<file path="config.mk">
export PLATFORM = sky130hd
export DESIGN_NAME = mem_port_arbiter_flat
export DESIGN_NICKNAME = d
export VERILOG_FILES = /design/src/rtl/mem_port_arbiter_if.sv /design/src/rtl/mem_port_arbiter.sv /design/src/flat_wrapper.sv
export SDC_FILE = /design/constraint.sdc
export NUM_CORES = 1
export LEC_CHECK = 0
export BUFFER_PORTS_ARGS = -buffer_cell sky130_fd_sc_hd__buf_2
export CORE_UTILIZATION = 45
export CTS_BUF_LIST = sky130_fd_sc_hd__clkbuf_8
export DETAILED_ROUTE_END_ITERATION = 8
export PLACE_DENSITY = 0.77
export SLEW_MARGIN = 20
export SYNTH_ARGS = -nofsm -noshare
export SYNTH_HDL_FRONTEND = slang
export SYNTH_SLANG_ARGS = --single-unit
</file>
<file path="constraint.sdc">
create_clock -name clk -period 2.5 [get_ports clk]
set_input_delay 0.125 -clock clk [delete_from_list [all_inputs] [get_ports clk]]
set_output_delay 0.125 -clock clk [all_outputs]
set_load 0.01 [all_outputs]
</file>
<file path="src/rtl/mem_port_arbiter_if.sv">
// Bus bundle between the IF/MEM requesters, mem_port_arbiter and the byte-wide RAM.
// The arbiter takes the slave modport; requesters and RAM sit on the master side.
interface mem_port_arbiter_if #(
  parameter int unsigned ADDR_W = 32
);
  logic              if_req;
  logic [31:0]       if_addr;
  logic [31:0]       if_rdata;
  logic              if_done;
  logic              mem_req;
  logic              mem_we;
  logic [31:0]       mem_addr;
  logic [3:0]        mem_sel;
  logic [31:0]       mem_wdata;
  logic [31:0]       mem_rdata;
  logic              mem_done;
  logic              fetching_data;
  logic [ADDR_W-1:0] ram_a;
  logic [7:0]        ram_dout;
  logic [7:0]        ram_din;
  logic              ram_wr;

  modport slave (
    input  if_req, if_addr, mem_req, mem_we, mem_addr, mem_sel, mem_wdata, ram_din,
    output if_rdata, if_done, mem_rdata, mem_done, fetching_data, ram_a, ram_dout, ram_wr
  );

  modport master (
    output if_req, if_addr, mem_req, mem_we, mem_addr, mem_sel, mem_wdata, ram_din,
    input  if_rdata, if_done, mem_rdata, mem_done, fetching_data, ram_a, ram_dout, ram_wr
  );
endinterface

</file>
<file path="src/rtl/mem_port_arbiter.sv">
// Shares one byte-wide RAM port between IF and MEM, serialising each word into four byte cycles.
// Define ARB_FAIR_EN for round-robin arbitration on simultaneous requests (default: MEM priority).
module mem_port_arbiter #(
  parameter int unsigned ADDR_W = 32
) (
  input  logic              clk,
  input  logic              rst,
  mem_port_arbiter_if.slave bus
);

  typedef enum logic [1:0] {S_IDLE, S_READ, S_WRITE, S_DONE} state_t;
  typedef enum logic {OWN_IF, OWN_MEM} owner_t;

  state_t            r_state, w_next;
  owner_t            r_owner, w_grant;
  logic [2:0]        r_cnt;
  logic [ADDR_W-1:2] r_base;
  logic [3:0]        r_sel;
  logic [31:0]       r_wdata;
  logic [31:0]       r_if_rdata, r_mem_rdata;
  logic              r_if_done, r_mem_done;
  logic              w_req_any;
  logic              w_capture;
  logic [1:0]        w_lane;
  logic              w_unused_addr_lsbs;

  assign w_req_any          = bus.if_req | bus.mem_req;
  assign w_unused_addr_lsbs = ^{bus.if_addr[1:0], bus.mem_addr[1:0]};

`ifdef ARB_FAIR_EN
  owner_t r_last_owner;

  // On a tie the requester that did not win the previous grant goes first.
  always_comb begin
    w_grant = OWN_IF;
    if (bus.mem_req && bus.if_req)
      w_grant = (r_last_owner == OWN_IF) ? OWN_MEM : OWN_IF;
    else if (bus.mem_req)
      w_grant = OWN_MEM;
  end

  always_ff @(posedge clk) begin
    if (rst)
      r_last_owner <= OWN_IF;
    else if (r_state == S_IDLE && w_req_any)
      r_last_owner <= w_grant;
  end
`else
  always_comb begin
    w_grant = bus.mem_req ? OWN_MEM : OWN_IF;
  end
`endif

  // Read data lags the address by one cycle, so cnt 1..4 captures lanes 0..3.
  assign w_capture = (r_state == S_READ) && (r_cnt != 3'd0);
  assign w_lane    = r_cnt[1:0] - 2'd1;

  always_comb begin
    w_next       = r_state;
    bus.ram_a    = '0;
    bus.ram_dout = '0;
    bus.ram_wr   = 1'b0;
    case (r_state)
      S_IDLE: begin
        if (w_req_any)
          w_next = (w_grant == OWN_MEM && bus.mem_we) ? S_WRITE : S_READ;
      end
      S_READ: begin
        if (r_cnt <= 3'd3)
          bus.ram_a = {r_base, r_cnt[1:0]};
        if (r_owner == OWN_IF && !bus.if_req)
          w_next = S_IDLE;
        else if (r_cnt == 3'd4)
          w_next = S_DONE;
      end
      S_WRITE: begin
        bus.ram_a    = {r_base, r_cnt[1:0]};
        bus.ram_dout = r_wdata[{r_cnt[1:0], 3'b000} +: 8];
        bus.ram_wr   = r_sel[r_cnt[1:0]];
        if (r_cnt == 3'd3)
          w_next = S_DONE;
      end
      S_DONE:  w_next = S_IDLE;
      default: w_next = S_IDLE;
    endcase
  end

  always_ff @(posedge clk) begin
    if (rst) begin
      r_state     <= S_IDLE;
      r_owner     <= OWN_IF;
      r_cnt       <= '0;
      r_base      <= '0;
      r_sel       <= '0;
      r_wdata     <= '0;
      r_if_rdata  <= '0;
      r_mem_rdata <= '0;
      r_if_done   <= 1'b0;
      r_mem_done  <= 1'b0;
    end else begin
      r_state    <= w_next;
      // Done is registered on entry to DONE so it is high exactly for that cycle.
      r_if_done  <= (w_next == S_DONE) && (r_owner == OWN_IF);
      r_mem_done <= (w_next == S_DONE) && (r_owner == OWN_MEM);
      case (r_state)
        S_IDLE: begin
          if (w_req_any) begin
            r_owner <= w_grant;
            r_cnt   <= '0;
            r_base  <= (w_grant == OWN_MEM) ? bus.mem_addr[ADDR_W-1:2] : bus.if_addr[ADDR_W-1:2];
            r_sel   <= bus.mem_sel;
            r_wdata <= bus.mem_wdata;
          end
        end
        S_READ, S_WRITE: r_cnt <= r_cnt + 3'd1;
        default: ;
      endcase
      if (w_capture) begin
        if (r_owner == OWN_IF)
          r_if_rdata[{w_lane, 3'b000} +: 8] <= bus.ram_din;
        else
          r_mem_rdata[{w_lane, 3'b000} +: 8] <= bus.ram_din;
      end
    end
  end

  assign bus.if_rdata      = r_if_rdata;
  assign bus.mem_rdata     = r_mem_rdata;
  assign bus.if_done       = r_if_done;
  assign bus.mem_done      = r_mem_done;
  assign bus.fetching_data = bus.mem_req & ~r_mem_done;

endmodule

</file>
<file path="src/flat_wrapper.sv">
// flat-port wrapper written by rule: the top's interface ports become plain ports
module mem_port_arbiter_flat 
#(
  parameter int unsigned ADDR_W = 32
)
  (clk, rst, bus_if_req, bus_if_addr, bus_mem_req, bus_mem_we, bus_mem_addr, bus_mem_sel, bus_mem_wdata, bus_ram_din, bus_if_rdata, bus_if_done, bus_mem_rdata, bus_mem_done, bus_fetching_data, bus_ram_a, bus_ram_dout, bus_ram_wr);
  mem_port_arbiter_if #(.ADDR_W(ADDR_W)) bus_i ();
  input  logic clk;
  input  logic rst;
  input wire logic [$bits(bus_i.if_req)-1:0] bus_if_req;
  input wire logic [$bits(bus_i.if_addr)-1:0] bus_if_addr;
  input wire logic [$bits(bus_i.mem_req)-1:0] bus_mem_req;
  input wire logic [$bits(bus_i.mem_we)-1:0] bus_mem_we;
  input wire logic [$bits(bus_i.mem_addr)-1:0] bus_mem_addr;
  input wire logic [$bits(bus_i.mem_sel)-1:0] bus_mem_sel;
  input wire logic [$bits(bus_i.mem_wdata)-1:0] bus_mem_wdata;
  input wire logic [$bits(bus_i.ram_din)-1:0] bus_ram_din;
  output wire logic [$bits(bus_i.if_rdata)-1:0] bus_if_rdata;
  output wire logic [$bits(bus_i.if_done)-1:0] bus_if_done;
  output wire logic [$bits(bus_i.mem_rdata)-1:0] bus_mem_rdata;
  output wire logic [$bits(bus_i.mem_done)-1:0] bus_mem_done;
  output wire logic [$bits(bus_i.fetching_data)-1:0] bus_fetching_data;
  output wire logic [$bits(bus_i.ram_a)-1:0] bus_ram_a;
  output wire logic [$bits(bus_i.ram_dout)-1:0] bus_ram_dout;
  output wire logic [$bits(bus_i.ram_wr)-1:0] bus_ram_wr;
  assign bus_i.if_req = bus_if_req;
  assign bus_i.if_addr = bus_if_addr;
  assign bus_i.mem_req = bus_mem_req;
  assign bus_i.mem_we = bus_mem_we;
  assign bus_i.mem_addr = bus_mem_addr;
  assign bus_i.mem_sel = bus_mem_sel;
  assign bus_i.mem_wdata = bus_mem_wdata;
  assign bus_i.ram_din = bus_ram_din;
  assign bus_if_rdata = bus_i.if_rdata;
  assign bus_if_done = bus_i.if_done;
  assign bus_mem_rdata = bus_i.mem_rdata;
  assign bus_mem_done = bus_i.mem_done;
  assign bus_fetching_data = bus_i.fetching_data;
  assign bus_ram_a = bus_i.ram_a;
  assign bus_ram_dout = bus_i.ram_dout;
  assign bus_ram_wr = bus_i.ram_wr;
  mem_port_arbiter #(.ADDR_W(ADDR_W)) u_core (.clk(clk), .rst(rst), .bus(bus_i));
endmodule
</file>
======== Word level (Yosys, flattened, before mapping) ========
Index checks and enable logic that the tools add are counted.
operators by class
  add/sub/neg operators ................... 3
  muxes and demuxes ....................... 18
  bitwise logic cells ..................... 4
  reductions and logical operators ........ 14
  order comparisons ....................... 2
  eq/ne operators ......................... 7
  shift-type cells ........................ 3
operator list
  cell                                                        count
  bitwise mux 32 bit                                          2
  case mux 32 bit (2 select lines)                            1
  two-way mux 32 bit                                          1
  variable shift 8 x 7 -> 32 bit, first input constant        1
  indexed part select 32 x 6 -> 8 bit                         1
  indexed part select 8 x 7 -> 32 bit                         1
  two-way mux 30 bit                                          1
  two-way mux 2 bit                                           5
  two-way mux 8 bit                                           1
  case mux 2 bit (4 select lines)                             1
  AND reduction 2 bit                                         4
  negator 5 -> 7 bit                                          1
  == test 2 bit, second input constant                        3
  case mux 3 bit (2 select lines)                             1
  logical AND 1 bit                                           5
  adder 3 x 1 -> 3 bit, second input constant                 1
  == test 3 x 2 -> 1 bit, second input constant               1
  == test 3 bit, second input constant                        1
  <= comparator 3 x 2 -> 1 bit, second input constant         1
  less-than comparator 2 x 3 -> 1 bit, second input constant  1
  two-way mux 1 bit                                           3
  two-way mux 3 bit                                           1
  nonzero test 3 bit                                          1
  binary-select mux 1 bit (select 2 bit)                      1
  other kinds (10)                                            11
word-level totals
  output and inout port bits .............. 108
  register bits after elaboration ......... 138
  input bits .............................. 113
  word-level logic and storage cells ...... 61

======== Logic depth before layout (Yosys ltp) ========
  depth after elaboration ................. 7
  gate-level depth with buffers ........... 10
  mapped depth without buffers ............ 6

======== Worst setup path after synthesis ========
Ideal clock, no wire load.
  path type ............................... reg2reg
  start ................................... register u_core.r_cnt[0]
  end ..................................... register u_core.r_mem_rdata[0], in the netlist u_core.bus.mem_rdata[0]
  path slack .............................. 0.587 ns
  path buffers ............................ 2
  library setup time ...................... 0.059 ns
  clock period less this slack ............ 1.913 ns
  cell stages (with the launch flop) ...... 8
  data required time ...................... 2.441 ns
  arrival ................................. 1.854 ns
  cells stage by stage .................... dfxtp_1 buf_6 buf_8 inv_1 ha_1 nand4b_1 nor2_1 a22o_1
between the ends
  word-level cells in the longest chain between the ends .. 4
  elaborated cells between the ends (all ways) .. 8
  those cells by class .................... add/sub: 2; shift: 2; mux: 1; reduce/logical: 3
RTL lines
  what                                                                                   RTL line                 source
  start, declared                                                                        mem_port_arbiter.sv:16   logic [2:0] r_cnt;
  start signal, assigned                                                                 mem_port_arbiter.sv:115  S_READ, S_WRITE: r_cnt <= r_cnt + 3'd1;
  subtractor 2 x 1 -> 2 bit                                                              mem_port_arbiter.sv:56   assign w_lane = r_cnt[1:0] - 2'd1;
  negator 5 -> 7 bit                                                                     mem_port_arbiter.sv:122  r_mem_rdata[{w_lane, 3'b000} +: 8] <= bus.ram_din;
  indexed part select 8 x 7 -> 32 bit or variable shift 8 x 7 -> 32 bit (tied branches)  mem_port_arbiter.sv:122
  bitwise mux 32 bit                                                                     mem_port_arbiter.sv:122
  end signal, assigned by index                                                          mem_port_arbiter.sv:122
  end, declared                                                                          mem_port_arbiter.sv:20   logic [31:0] r_if_rdata, r_mem_rdata;
Several ways; a longest one is shown, not always the timed one.
A chain may end at the register's enable or synchronous reset.

======== Final worst setup path ========
  start ................................... register u_core.r_cnt[0]
  end ..................................... output port bus_ram_a[24]
between the ends
  word-level cells in the longest chain between the ends .. 3
RTL lines
  what                              RTL line                source
  <= comparator 3 x 2 -> 1 bit      mem_port_arbiter.sv:69  if (r_cnt <= 3'd3)
  two-way mux 32 bit                mem_port_arbiter.sv:69
  case mux 32 bit (2 select lines)  mem_port_arbiter.sv:63  case (r_state)
  end, declared                     flat_wrapper.sv:23      output wire logic [$bits(bus_i.ram_a)-1:0] bus_ram_a;
No other way between the ends.

==> flow_metrics.tcl <==
set metrics [dict create \
    status "complete, no violations" \
    hpwl_um 11000 \
    synth_edf_count 0 \
    powerDensity_nw_per_um2 774 \
    max_slew_margin_pct 60.7 \
    r2r-end "u_core.bus.mem_rdata[5]" \
    drc 0 \
    clk_path_buf_depth 2 \
    synth-seq-cells 138 \
    crit_chain "ha_1 > ha_1 > o21ai_0 > nand2b_1 > buf_4 > and3_1 > buf_2" \
    place_ws_ns 0.375 \
    synth_largest_area_cell "dfxtp_1" \
    synth.area.mux_share_pct 15.9 \
    place_inst 1004 \
    postCtsSetupRepairBufs 0 \
    crit_top_cell "ha_1" \
    cp-end-kind "output port" \
    path_class "register to output port" \
    r2r_cells 5 \
    synthCells 648 \
    grt_first_pass_wirelength_um 27100 \
    die-area_um2 14200 \
    wl_per_cell_um 15.4 \
    ant_nets 0 \
    clkPwrFrac_pct 28.8 \
    irDropWorstVdd_uv 444 \
    fillCellCount 1097 \
    syn_to_final_growth_pct 35.6 \
    yosysSeqAreaShare_pct 44.8 \
    cts.sinks 138 \
    initial_utilization_pct 46.4 \
    slew_viol_final 0 \
    rsz0062_at_grt "no" \
    antenna_found_initial 1 \
    fin_ws_ns 0.229 \
    synth_compound_area_share_pct 11.2 \
    setup_viol 0 \
    ys.flop_type "dfxtp_1" \
    drtIter0Drc 235 \
    whs_endpoint "u_core.r_base[8]" \
    wl_um 16900 \
    hp-class "input pin to register" \
    tightest_slew_ns 0.588 \
    p_int_mw 4.31 \
    fin_crit_ns 2.27 \
    power_mw 6.48 \
    io_buffers 216 \
    drv_cap 0 \
    vias_per_cell 5.15 \
    fin_setup_tns_ns 0 \
    synth_xor_area_share_pct 0 \
    arrival_ns 2.15 \
    hp-start "bus_mem_addr[8]" \
    timing.hold.ws_ns 0.0284 \
    layout.nets 1034 \
    cp.required_ns 2.38 \
    synth_adder_area_share_pct 2.03 \
    die_h_um 119 \
    grt_pass1_vias 5637 \
    cts_tree "built" \
    hold_viol 0 \
    final_common_cell "buf_2" \
    period_share_pct 90.8 \
    ff2ff_setup_slack_ns 0.48 \
    synth_cell_types 41 \
    syn_nets 771 \
    cts_buffers 17 \
    timing.rr.start "u_core.r_cnt[0]" \
    yosysWarnings 0 \
    worst_path_max_delay_cell "dfxtp_2" \
    synth_top_area_share_pct 44.8 \
    instances_no_fill 1100 \
    worst-path-max-fanout 32 \
    die_x_um 119 \
    gr-total-overflow 0 \
    synthSimpleGateAreaFrac_pct 21.1 \
    fmax_mhz 440 \
    synth_area_um2 6170 \
    async_flop_share_pct 0 \
    routabilityCongestion 0.797 \
    clockRootBuffer "clkbuf_8" \
    hold_path_depth 3 \
    drive_above_1_share_pct 30.7 \
    final_cell_mix "215 x buf_2, 137 x dfxtp_1, 100 x nand2_1" \
    slowest_delay_ns 0.37 \
    p_leak_nw 4.26 \
    synthTopCellsByArea "dfxtp_1 45%, mux2i_1 13%, nand2_1 6.1%" \
    io_pins 221 \
    core_area_um2 13300 \
    seq_power_share_pct 40.7 \
    vias 5661 \
    rows 42 \
    synth_top_family_by_area "simple AND/OR/NAND/NOR gates" \
    start_kind "register" \
    power.net_switching_mw 2.18 \
    grt_usage_pct 24.3 \
    grt_max_degree 50 \
    htreeDepth 4 \
    clk_pin_slew_ns 0.07 \
    dr.pass1.iters 4 \
    skew_ns 0.00961 \
    syn-mean-instance-area_um2 9.53 \
    worstSkewPairLatency_ns 0.44 \
    swShare_pct 33.6 \
    comb_power_share_pct 30.6 \
]
[state kept, by name, indices dropped and copies added (netlist names)]
name / flops
u_core.bus.if_rdata: 32
u_core.bus.mem_rdata: 32
u_core.r_wdata: 32
u_core.r_base: 30
u_core.r_sel: 4
u_core.r_cnt: 3
u_core.r_state: 2
u_core.bus.if_done: 1
u_core.bus.mem_done: 1
u_core.r_owner: 1
[final cells by class]
type | instances | area (um2) | share of cell area [%]
multi-input cells | 453 | 3110 | 37.1
flip-flops and latches | 138 | 2760 | 33.0
repair buffers | 291 | 1830 | 21.9
clock buffers | 23 | 317 | 3.78
well taps | 176 | 220 | 2.63
clock inverters | 8 | 91.3 | 1.09
inverters | 10 | 37.5 | 0.448
diodes | 1 | 2.50 | 0.0299
[worst max-delay path: cells and delay by family, from the launching register on]
kind,cells,cell delay (ns)
buffers and inverters,2,0.36
adders and majority gates,2,0.50
and+or+nand+nor,2,0.30
AOI/OAI and AO/OA,1,0.18
DFF,1,0.37
[power by group through the flow]
stage	Sequential (mW)	Combinational (mW)	Clock [mW]
CTS	2.63	1.96	1.90
finish	2.64	1.98	1.87
global route	2.66	2.20	1.99
floorplan	2.63	1.43	0
global placement	2.66	1.86	0
detailed placement	2.68	1.88	0
[cell families after synthesis]
group           Yosys count
compound gates          102
fa+ha+maj                10
buf+inv                  57
flops                   138
mux                      87
simple gates            254
[worst max path at each step]
stage / slack [ns] / to / startpoint / cells after the start
after detailed placement: 0.37 / u_core.bus.mem_rdata[1] / u_core.r_cnt[0] / 5
final: 0.23 / bus_ram_a[24] / u_core.r_cnt[0] / 7
after floorplan: 0.59 / u_core.bus.mem_rdata[0] / u_core.r_cnt[0] / 7
after global routing: 0.007 / bus_ram_a[11] / u_core.r_cnt[1] / 7
after CTS: 0.08 / bus_ram_a[24] / u_core.r_cnt[0] / 7
after global placement: 0.41 / u_core.bus.mem_rdata[4] / u_core.r_cnt[0] / 5
[cells in the mapped netlist, types with 2 or more instances]
cell / number
buf_4: 2
nor2_1: 36
clkbuf_1: 23
dfxtp_1: 138
nand3_1: 2
nor2b_1: 9
and2_1: 9
inv_1: 10
a21oi_1: 40
nand2_4: 3
ha_1: 10
mux2i_1: 78
nand2b_1: 49
a211oi_1: 30
o21ai_0: 5
mux4_2: 9
buf_2: 13
a21oi_2: 2
nand2_2: 3
nand2_1: 100
buf_6: 8
a32oi_1: 2
a22o_1: 16
nor3_1: 2
and3_1: 33
[per-stage QoR]
step / area (um2) / util [%]
2_1_floorplan: 6170 / -
3_3_place_gp: 7320 / 55.1
3_5_place_dp: 7320 / 55.1
4_1_cts: 8370 / 62.9
5_1_grt: 8370 / 63.0
6_report: 8370 / 63.0
[repair_timing]
action,4_1_cts,5_1_grt
endpoints found under the setup margin,0,32
hold buffers,64,0
hold endpoints to repair,66,0
gates resized for setup,0,1
[routing by layer]
layer / part of all wire [%] / routed length, um / vias up / track usage (%)
met2: 48 / 8150 / 259 / 41.5
li1: - / - / 2762 / -
met5: 0 / 0 / - / 0
met1: 41 / 6950 / 2579 / 27.8
met4: 3.7 / 621 / 0 / 12.8
met3: 7.0 / 1190 / 61 / 6.47
No activity file was read; power rests on OpenSTA's default activity.
